[config.mk]
export PLATFORM = sky130hd
export DESIGN_NAME = pwm_compare_deadtime_flat
export DESIGN_NICKNAME = d
export VERILOG_FILES = /design/src/rtl/pwm_compare_deadtime_if.sv /design/src/rtl/pwm_compare_deadtime.sv /design/src/flat_wrapper.sv
export SDC_FILE = /design/constraint.sdc
export NUM_CORES = 1
export LEC_CHECK = 0
export ABC_AREA = 1
export CORE_UTILIZATION = 51
export DETAILED_ROUTE_END_ITERATION = 8
export HOLD_SLACK_MARGIN = 0.08
export PLACE_DENSITY = 0.78
export RECOVER_POWER = 100
export REMOVE_ABC_BUFFERS = 1
export SLEW_MARGIN = 15
export SYNTH_ARGS = -nofsm -noshare
export SYNTH_HDL_FRONTEND = slang
export SYNTH_SLANG_ARGS = --single-unit
[constraint.sdc]
create_clock -name clk -period 4.8 [get_ports clk]
set_input_delay 0.96 -clock clk [delete_from_list [all_inputs] [get_ports clk]]
set_output_delay 0.96 -clock clk [all_outputs]
set_load 0.05 [all_outputs]
[src/rtl/pwm_compare_deadtime_if.sv]
// Signal bundle between the carrier generator side and the compare/dead-time
// stage.
//
// Handshake: there is no valid/ready pair. The stage samples every input on
// each rising clk. maskevent is a single-cycle strobe that opens the shadow
// registers for that edge. All outputs are registered and change only on
// rising clk or on the asynchronous reset.
interface pwm_compare_deadtime_if #(
    parameter int CNT_WIDTH = 16,
    parameter int DT_WIDTH  = 10
);
    logic                 pwm_onoff;
    logic [CNT_WIDTH-1:0] carrier;
    logic                 maskevent;
    logic [CNT_WIDTH-1:0] compare;
    logic [DT_WIDTH-1:0]  deadtime;
    logic                 out_polarity;
    logic                 pwm_h;
    logic                 pwm_l;
    logic                 ref_out;
    logic                 dt_busy;
    logic [2:0]           state_dbg;

    // Driving side: the carrier generator, or a testbench.
    modport master (
        output pwm_onoff, carrier, maskevent, compare, deadtime, out_polarity,
        input  pwm_h, pwm_l, ref_out, dt_busy, state_dbg
    );

    // Compare/dead-time stage.
    modport slave (
        input  pwm_onoff, carrier, maskevent, compare, deadtime, out_polarity,
        output pwm_h, pwm_l, ref_out, dt_busy, state_dbg
    );
endinterface

[src/rtl/pwm_compare_deadtime.sv]
// Carrier comparator with shadowed compare and dead time. Drives one
// complementary high/low gate pair with programmable dead time.
// state_dbg shows the FSM state: 0 IDLE, 1 LOW, 2 DT_RISE, 3 HIGH, 4 DT_FALL.
module pwm_compare_deadtime #(
    parameter int CNT_WIDTH = 16,
    parameter int DT_WIDTH  = 10
) (
    input logic                  clk,
    input logic                  reset,
    pwm_compare_deadtime_if.slave bus
);

    typedef enum logic [2:0] {
        IDLE    = 3'd0,
        LOW     = 3'd1,
        DT_RISE = 3'd2,
        HIGH    = 3'd3,
        DT_FALL = 3'd4
    } state_t;

    logic [CNT_WIDTH-1:0] cmp_sh;
    logic [DT_WIDTH-1:0]  dt_sh;
    logic                 ref_q;
    logic [DT_WIDTH-1:0]  dt_cnt;
    logic [DT_WIDTH-1:0]  dt_cnt_nxt;
    state_t               state;
    state_t               state_nxt;
    logic                 pwm_h_q;
    logic                 pwm_l_q;
    logic                 dt_busy_q;

    // Shadow registers open on the mask strobe, and stay open while stopped.
    always_ff @(posedge clk or negedge reset) begin
        if (!reset) begin
            cmp_sh <= '0;
            dt_sh  <= '0;
        end else if (bus.maskevent || !bus.pwm_onoff) begin
            cmp_sh <= bus.compare;
            dt_sh  <= bus.deadtime;
        end
    end

    // Registered comparator: the reference is high while carrier < compare.
    always_ff @(posedge clk or negedge reset) begin
        if (!reset) begin
            ref_q <= 1'b0;
        end else begin
            ref_q <= (bus.carrier < cmp_sh);
        end
    end

    // Next-state and dead-time counter logic. pwm_onoff has top priority.
    always_comb begin
        state_nxt  = state;
        dt_cnt_nxt = dt_cnt;
        if (!bus.pwm_onoff) begin
            state_nxt = IDLE;
        end else begin
            case (state)
                IDLE: begin
                    state_nxt = LOW;
                end
                LOW: begin
                    if (ref_q) begin
                        if (dt_sh == '0) begin
                            state_nxt = HIGH;
                        end else begin
                            state_nxt  = DT_RISE;
                            dt_cnt_nxt = dt_sh - DT_WIDTH'(1);
                        end
                    end
                end
                DT_RISE: begin
                    if (!ref_q) begin
                        state_nxt = LOW;
                    end else if (dt_cnt == '0) begin
                        state_nxt = HIGH;
                    end else begin
                        dt_cnt_nxt = dt_cnt - DT_WIDTH'(1);
                    end
                end
                HIGH: begin
                    if (!ref_q) begin
                        if (dt_sh == '0) begin
                            state_nxt = LOW;
                        end else begin
                            state_nxt  = DT_FALL;
                            dt_cnt_nxt = dt_sh - DT_WIDTH'(1);
                        end
                    end
                end
                DT_FALL: begin
                    if (ref_q) begin
                        state_nxt = HIGH;
                    end else if (dt_cnt == '0) begin
                        state_nxt = LOW;
                    end else begin
                        dt_cnt_nxt = dt_cnt - DT_WIDTH'(1);
                    end
                end
                default: begin
                    state_nxt = IDLE;
                end
            endcase
        end
    end

    // FSM register. Outputs are decoded from the next state, so they line up
    // with the state they describe. Polarity is applied at the register.
    always_ff @(posedge clk or negedge reset) begin
        if (!reset) begin
            state     <= IDLE;
            dt_cnt    <= '0;
            pwm_h_q   <= 1'b0;
            pwm_l_q   <= 1'b0;
            dt_busy_q <= 1'b0;
        end else begin
            state     <= state_nxt;
            dt_cnt    <= dt_cnt_nxt;
            pwm_h_q   <= (state_nxt == HIGH) ^ bus.out_polarity;
            pwm_l_q   <= (state_nxt == LOW)  ^ bus.out_polarity;
            dt_busy_q <= (state_nxt == DT_RISE) || (state_nxt == DT_FALL);
        end
    end

    assign bus.pwm_h     = pwm_h_q;
    assign bus.pwm_l     = pwm_l_q;
    assign bus.ref_out   = ref_q;
    assign bus.dt_busy   = dt_busy_q;
    assign bus.state_dbg = state;

endmodule

[src/flat_wrapper.sv]
// flat-port wrapper written by rule: the top's interface ports become plain ports
module pwm_compare_deadtime_flat 
#(
    parameter int CNT_WIDTH = 16,
    parameter int DT_WIDTH  = 10
)
  (clk, reset, bus_pwm_onoff, bus_carrier, bus_maskevent, bus_compare, bus_deadtime, bus_out_polarity, bus_pwm_h, bus_pwm_l, bus_ref_out, bus_dt_busy, bus_state_dbg);
  pwm_compare_deadtime_if #(.CNT_WIDTH(CNT_WIDTH), .DT_WIDTH(DT_WIDTH)) bus_i ();
  input logic clk;
  input logic reset;
  input wire logic [$bits(bus_i.pwm_onoff)-1:0] bus_pwm_onoff;
  input wire logic [$bits(bus_i.carrier)-1:0] bus_carrier;
  input wire logic [$bits(bus_i.maskevent)-1:0] bus_maskevent;
  input wire logic [$bits(bus_i.compare)-1:0] bus_compare;
  input wire logic [$bits(bus_i.deadtime)-1:0] bus_deadtime;
  input wire logic [$bits(bus_i.out_polarity)-1:0] bus_out_polarity;
  output wire logic [$bits(bus_i.pwm_h)-1:0] bus_pwm_h;
  output wire logic [$bits(bus_i.pwm_l)-1:0] bus_pwm_l;
  output wire logic [$bits(bus_i.ref_out)-1:0] bus_ref_out;
  output wire logic [$bits(bus_i.dt_busy)-1:0] bus_dt_busy;
  output wire logic [$bits(bus_i.state_dbg)-1:0] bus_state_dbg;
  assign bus_i.pwm_onoff = bus_pwm_onoff;
  assign bus_i.carrier = bus_carrier;
  assign bus_i.maskevent = bus_maskevent;
  assign bus_i.compare = bus_compare;
  assign bus_i.deadtime = bus_deadtime;
  assign bus_i.out_polarity = bus_out_polarity;
  assign bus_pwm_h = bus_i.pwm_h;
  assign bus_pwm_l = bus_i.pwm_l;
  assign bus_ref_out = bus_i.ref_out;
  assign bus_dt_busy = bus_i.dt_busy;
  assign bus_state_dbg = bus_i.state_dbg;
  pwm_compare_deadtime #(.CNT_WIDTH(CNT_WIDTH), .DT_WIDTH(DT_WIDTH)) u_core (.clk(clk), .reset(reset), .bus(bus_i));
endmodule
After elaboration in Yosys (flattened, before gate mapping)
Cells that the tools add are included.
{"block": "op_classes", "reduce_logical": 8, "magnitude_cmp": 1, "bitwise": 2, "mux": 17, "n_addsub": 2, "eq_ne": 12}
{"operator": "10-bit 2-to-1 mux", "n": 6}
{"operator": "10-bit one-hot mux with 4 select lines", "n": 1}
{"operator": "3-bit 2-to-1 mux", "n": 8}
{"operator": "10-bit logical NOT", "n": 2}
{"operator": "10-bit by 1-bit subtractor with 10-bit output, second input constant", "n": 2}
{"operator": "16-bit less-than comparator", "n": 1}
{"operator": "3-bit one-hot mux with 5 select lines", "n": 1}
{"operator": "3-bit by 2-bit equality test with 1-bit output, second input constant", "n": 4}
{"operator": "3-bit by 1-bit equality test with 1-bit output, second input constant", "n": 2}
{"operator": "3-bit equality test, second input constant", "n": 2}
{"operator": "6-bit AND reduction", "n": 1}
{"operator": "2-bit by 1-bit != test with 1-bit output, second input constant", "n": 2}
{"operator": "2-bit != test, second input constant", "n": 2}
{"operator": "4-bit nonzero test", "n": 1}
{"operator": "3-bit logical NOT", "n": 1}
{"operator": "1-bit logical OR", "n": 2}
{"operator": "1-bit bitwise XOR", "n": 2}
{"operator": "1-bit logical NOT", "n": 1}
{"operator": "1-bit 2-to-1 mux", "n": 1}
{"block": "totals", "input_bits": 47, "elab_cells": 50, "regBits": 43}

Logic depth before layout (Yosys ltp)
{"block": "logic_depth", "word_depth": 7, "ltp_mapped": 13}

Worst setup path before layout
Ideal clock, no wire load.
{"block": "synth_path", "path_type": "reg2reg", "startpoint": "register u_core.state[2], in the netlist u_core.bus.state_dbg[2]", "endpoint": "register u_core.dt_cnt[6]", "period_less_slack_ps": 2122, "setup_slack_ps": 2678, "path_stages_with_launch": 13, "t_arrival_ps": 2006, "n_path_buf": 0, "setup_ps": 116, "path_cell_list": "dfrtp_1 > inv_2 > nand3_2 > nand2_4 > o21ai_1 > inv_1 > ha_1 > nand2_1 > nor2_2 > nand3b_1 > nand2_1 > nand2_1 > nand2_1"}
{"block": "synth_via", "elab_chain_len": 3}
{"item": "from (decl)", "line_no": "pwm_compare_deadtime.sv:26", "source": "state_t state;"}
{"item": "from (signal assigned)", "line_no": "pwm_compare_deadtime.sv:118", "source": "state <= state_nxt;"}
{"item": "3-bit equality test, or another cell as far along", "line_no": "pwm_compare_deadtime.sv:59", "source": "case (state)"}
{"item": "2-bit != test (no line), or another cell as far along"}
{"item": "6-bit AND reduction (no line)"}
{"item": "to (signal assigned)", "line_no": "pwm_compare_deadtime.sv:119", "source": "dt_cnt <= dt_cnt_nxt;"}
{"item": "to (decl)", "line_no": "pwm_compare_deadtime.sv:24", "source": "logic [DT_WIDTH-1:0] dt_cnt;"}
Parallel ways exist; a longest one is shown, timed or not.
A chain may end at the register's enable or synchronous reset.

Final worst setup path
{"block": "layout_path", "startpoint": "input port bus_pwm_onoff", "endpoint": "register u_core.dt_sh[8]"}
{"block": "layout_via", "elab_chain_len": 2}
{"item": "from (decl)", "line_no": "flat_wrapper.sv:11", "source": "input wire logic [$bits(bus_i.pwm_onoff)-1:0] bus_pwm_onoff;"}
{"item": "1-bit logical NOT", "line_no": "pwm_compare_deadtime.sv:37", "source": "end else if (bus.maskevent || !bus.pwm_onoff) begin"}
{"item": "1-bit logical OR", "line_no": "pwm_compare_deadtime.sv:37"}
{"item": "to (signal assigned)", "line_no": "pwm_compare_deadtime.sv:39", "source": "dt_sh <= bus.deadtime;"}
{"item": "to (decl)", "line_no": "pwm_compare_deadtime.sv:22", "source": "logic [DT_WIDTH-1:0] dt_sh;"}
No other way between the ends.

==> metrics.csv <==
stage,metric,value,unit
outcome,result of the run,"complete, but fails checks",
outcome,violated checks,"max-capacitance violations, max-slew violations",
logic_synthesis,portion of synthesized cell area occupied by the leading cell type,41.85,%
logic_synthesis,multiplexer area fraction after synthesis,0.4380,%
min_path,class of the tightest hold or removal check,reg -> reg,
global_routing,combined global-route utilization of all metal layers,23.02,%
sta,largest clock skew in the final design,0.006940,ns
logic_synthesis,Post-Synthesis Mean Instance Area,7.284,sq um
final_layout,"commonest non-fill, non-tap cells in the layout","sky130_fd_sc_hd__nand2_1 (115), sky130_fd_sc_hd__inv_1 (48), sky130_fd_sc_hd__clkdlybuf4s50_1 (43), sky130_fd_sc_hd__dfrtp_1 (43), sky130_fd_sc_hd__o21ai_0 (34)",
sta,final number of hold-violating endpoints,0,
clocking,# resized after CTS,0,
sta,minimum period implied by the final worst setup slack,3.201,ns
final_layout,most frequent standard cell in the layout excluding fill and tap cells,sky130_fd_sc_hd__nand2_1,
setup_path,critical path startpoint category,primary input,
logic_synthesis,Post-Synth XOR/XNOR Area,0.3406,%
job,Max-Cap Viols,2,
sta,RSZ-0062 raised after global routing,false,
setup_path,depth of the worst register-to-register path,12,
setup_path,worst setup slack for register-to-register paths,2.00,ns
global_routing,wire length of the first global-routing pass,9.625,mm
logic_synthesis,Post-Syn Area,2571,sq um
clocking,buffer levels on the longest clock path,2,
drt,Antenna Violating Nets Remaining,0,
power_and_ir_drop,IR Drop Worst-Case VDD,0.1560,mV
drt,residual DRC count,0,
sta,Worst-Margin Slew,2.205,ns
floorplan,I/O pin cnt,54,
logic_synthesis,sequential-to-total area share from yosys stat,41.85,%
setup_path,WP data arrival,3.39,ns
global_routing,number of antenna violations at the first check in global routing,0,
setup_path,R2R Path End,u_core.dt_cnt[6],
setup_path,kind of end point of the critical path,flip-flop,
placed_design,Final GP Congestion,0.9574,
logic_synthesis,"post-synthesis share of cell area spent on and, or, nand and nor gates",31.29,%
final_layout,number of nets at the end of the flow,470,
min_path,end point of the worst hold path,u_core.dt_cnt[8],
logic_synthesis,library cells used by synthesis,27,
floorplan,DIE AREA,5330,sq um
clocking,hold-fix buffers at CTS,0,
sta,highest achievable clock rate,312.4,MHz
min_path,hold_sp,u_core.dt_cnt[8],
logic_synthesis,dominant cell type by area after synthesis,sky130_fd_sc_hd__dfrtp_1,
setup_path,Crit Reg-Reg Startpoint,u_core.bus.state_dbg[1],
clocking,clock insertion delay at the later pin of the skew report,0.30,ns
placed_design,post-placement setup slack,2.255,ns
drt,wire length per cell,11.27,microns
logic_synthesis,total of flip-flops plus latches after synthesis,43,
clocking,Root Driver,sky130_fd_sc_hd__clkbuf_8,
clocking,total clock buffers created by CTS,5,
drt,Detailed Routing Iterations Pass 1,4,
floorplan,effective utilization at floorplan,53.73,%
sta,number of max-slew violations in the final report,96,
sta,Setup TNS Final,0,ns
logic_synthesis,post-synthesis compound-gate area fraction,9.684,%
drt,DRC marker count from the first detailed-route iteration,204,
global_routing,via count of the first global-routing pass,2314,
logic_synthesis,gate count of the mapped netlist,353,
logic_synthesis,"arithmetic-cell share of the synthesized area counting full adders, half adders and majority gates",7.786,%
setup_path,critical path required time,4.99,ns
drt,Vias,2365,
sta,final number of setup-violating endpoints,0,
power_and_ir_drop,power per unit of standard cell area,366.4,nW/um^2
logic_synthesis,main flop type after synthesis,sky130_fd_sc_hd__dfrtp_1,
logic_synthesis,Syn. warnings,0,
floorplan,cell row count,25,
clocking,number of H-tree branching levels,2,
logic_synthesis,dominant cells by area after synthesis,"sky130_fd_sc_hd__dfrtp_1 (42%), sky130_fd_sc_hd__nand2_1 (16%), sky130_fd_sc_hd__ha_1 (7.8%), sky130_fd_sc_hd__inv_1 (6.9%), sky130_fd_sc_hd__nand3_1 (6.0%)",
logic_synthesis,async set-or-reset flop fraction in the synthesized netlist,100.0,%
global_routing,aggregate global routing overflow,0,
floorplan,die height,73.01,microns
placed_design,Final HPWL DP,4.117,mm
drt,wire length reported by the detailed router,5.355,mm
setup_path,highest net fanout along the worst path,51,
power_and_ir_drop,leakage power figure,1.643,nW
logic_synthesis,combinational family with the most area after synthesis,simple AND/OR/NAND/NOR gates,
sta,Tcrit/Tclk final,66.69,%
placed_design,count of input and output buffers,53,
clocking,CTS tree,done,
sta,relative max-transition margin,-47.00,%
floorplan,core footprint,4786,sq um
min_path,Hold Path Stages,2,
clocking,number of clock sinks seen by CTS,43,
sta,post-layout worst setup margin,1.599,ns
final_layout,share of layout cells above drive strength 1,3.431,%
final_layout,number of inserted filler cells in the final layout,414,
global_routing,largest net degree at the start of global routing,52,
floorplan,die width,73.01,microns
setup_path,class of the most critical setup path,in -> reg,
final_layout,relative area change from synthesis to final layout,26.23,%
clocking,Clock Pin Slew Worst Setup and Hold Paths,0.08,ns
drt,via density per instance,4.979,
clocking,post-CTS setup buffer count,0,
logic_synthesis,number of synthesized flops with an enable pin,0,
final_layout,number of antenna cells inserted,0,
[state kept, by name, summed over array words and instances, names as in the netlist]
name,flops
u_core.cmp_sh,16
u_core.dt_cnt,10
u_core.dt_sh,10
u_core.bus.state_dbg,3
u_core.bus.dt_busy,1
u_core.bus.pwm_h,1
u_core.bus.pwm_l,1
u_core.bus.ref_out,1
[area by class of cell]
type / count / area (sq um) / area share (%)
Clock buffer: 6 / 82.58 / 2.544
Clock inverter: 2 / 35.03 / 1.079
Inverter: 49 / 183.9 / 5.667
Multi-Input combinational cell: 254 / 1256 / 38.70
Sequential cell: 43 / 1076 / 33.15
Tap cell: 67 / 83.83 / 2.583
Timing Repair Buffer: 54 / 528.0 / 16.27
[Yosys cell counts (3+ instances only)]
master                       n
sky130_fd_sc_hd__a21oi_1     6
sky130_fd_sc_hd__clkbuf_1    5
sky130_fd_sc_hd__dfrtp_1    43
sky130_fd_sc_hd__ha_1       16
sky130_fd_sc_hd__inv_1      47
sky130_fd_sc_hd__nand2_1   113
sky130_fd_sc_hd__nand3_1    31
sky130_fd_sc_hd__nand4_1     5
sky130_fd_sc_hd__nor2_1     23
sky130_fd_sc_hd__nor2_2      5
sky130_fd_sc_hd__nor3_1      3
sky130_fd_sc_hd__o21ai_0    30
sky130_fd_sc_hd__o21ai_1     8
[how the worst max path moves through the flow]
stage	to	from
3_3_place_gp	u_core.dt_cnt[0]	bus_pwm_onoff
2_1_floorplan	u_core.dt_sh[8]	bus_maskevent
3_5_place_dp	u_core.dt_cnt[0]	bus_pwm_onoff
4_1_cts	bus_state_dbg[1]	u_core.bus.state_dbg[1]
6_report	u_core.dt_sh[8]	bus_pwm_onoff
5_1_grt	u_core.dt_sh[8]	bus_pwm_onoff
[metrics by stage]
step           util [%]  hold WS [ns]  instance area (sq um)  total power, mW  std cells
2_1_floorplan         -        0.4491                   2534           0.7734        346
3_3_place_gp      65.83        0.4719                   3151           0.9079        467
3_5_place_dp      65.83        0.4937                   3151           0.9167        467
4_1_cts           68.29        0.5123                   3268            1.211        475
5_1_grt           67.82        0.5250                   3246            1.287        475
6_report          67.82        0.5017                   3246            1.189        475
[where the power goes]
group	leakage, nW	internal (mW)	switching, mW
sequential	0.523	0.431	0.0485
combinational	1.06	0.154	0.264
clock	0.0612	0.168	0.124
total	1.64	0.754	0.436
[routing by layer]
metal  track usage (%)  share of wire (%)  up-vias
met4             8.715                1.9        0
met1             31.15                 48     1039
met5                 0                  0        -
met3             4.696                6.4       11
met2             36.21                 44       79
li1                  -                  -     1236
[kinds of logic (layout without fill, tap and decap cells)]
family / after synthesis / after routing
AO/OA/AOI/OAI: 48 / 48
flip-flops: 43 / 43
multiplexers: 1 / 1
AND/OR/NAND/NOR: 188 / 188
adder cells (fa/ha/maj): 16 / 16
buffers and inverters: 56 / 111
XOR/XNOR: 1 / 1
[worst max-delay path, cell delays in order]
cell	delay (ns)
sky130_fd_sc_hd__dlygate4sd3_1	0.64
sky130_fd_sc_hd__nand2_1	0.10
sky130_fd_sc_hd__clkbuf_1	1.24
sky130_fd_sc_hd__mux2_2	0.44
Note: power is estimated with default switching activity, not from simulation.
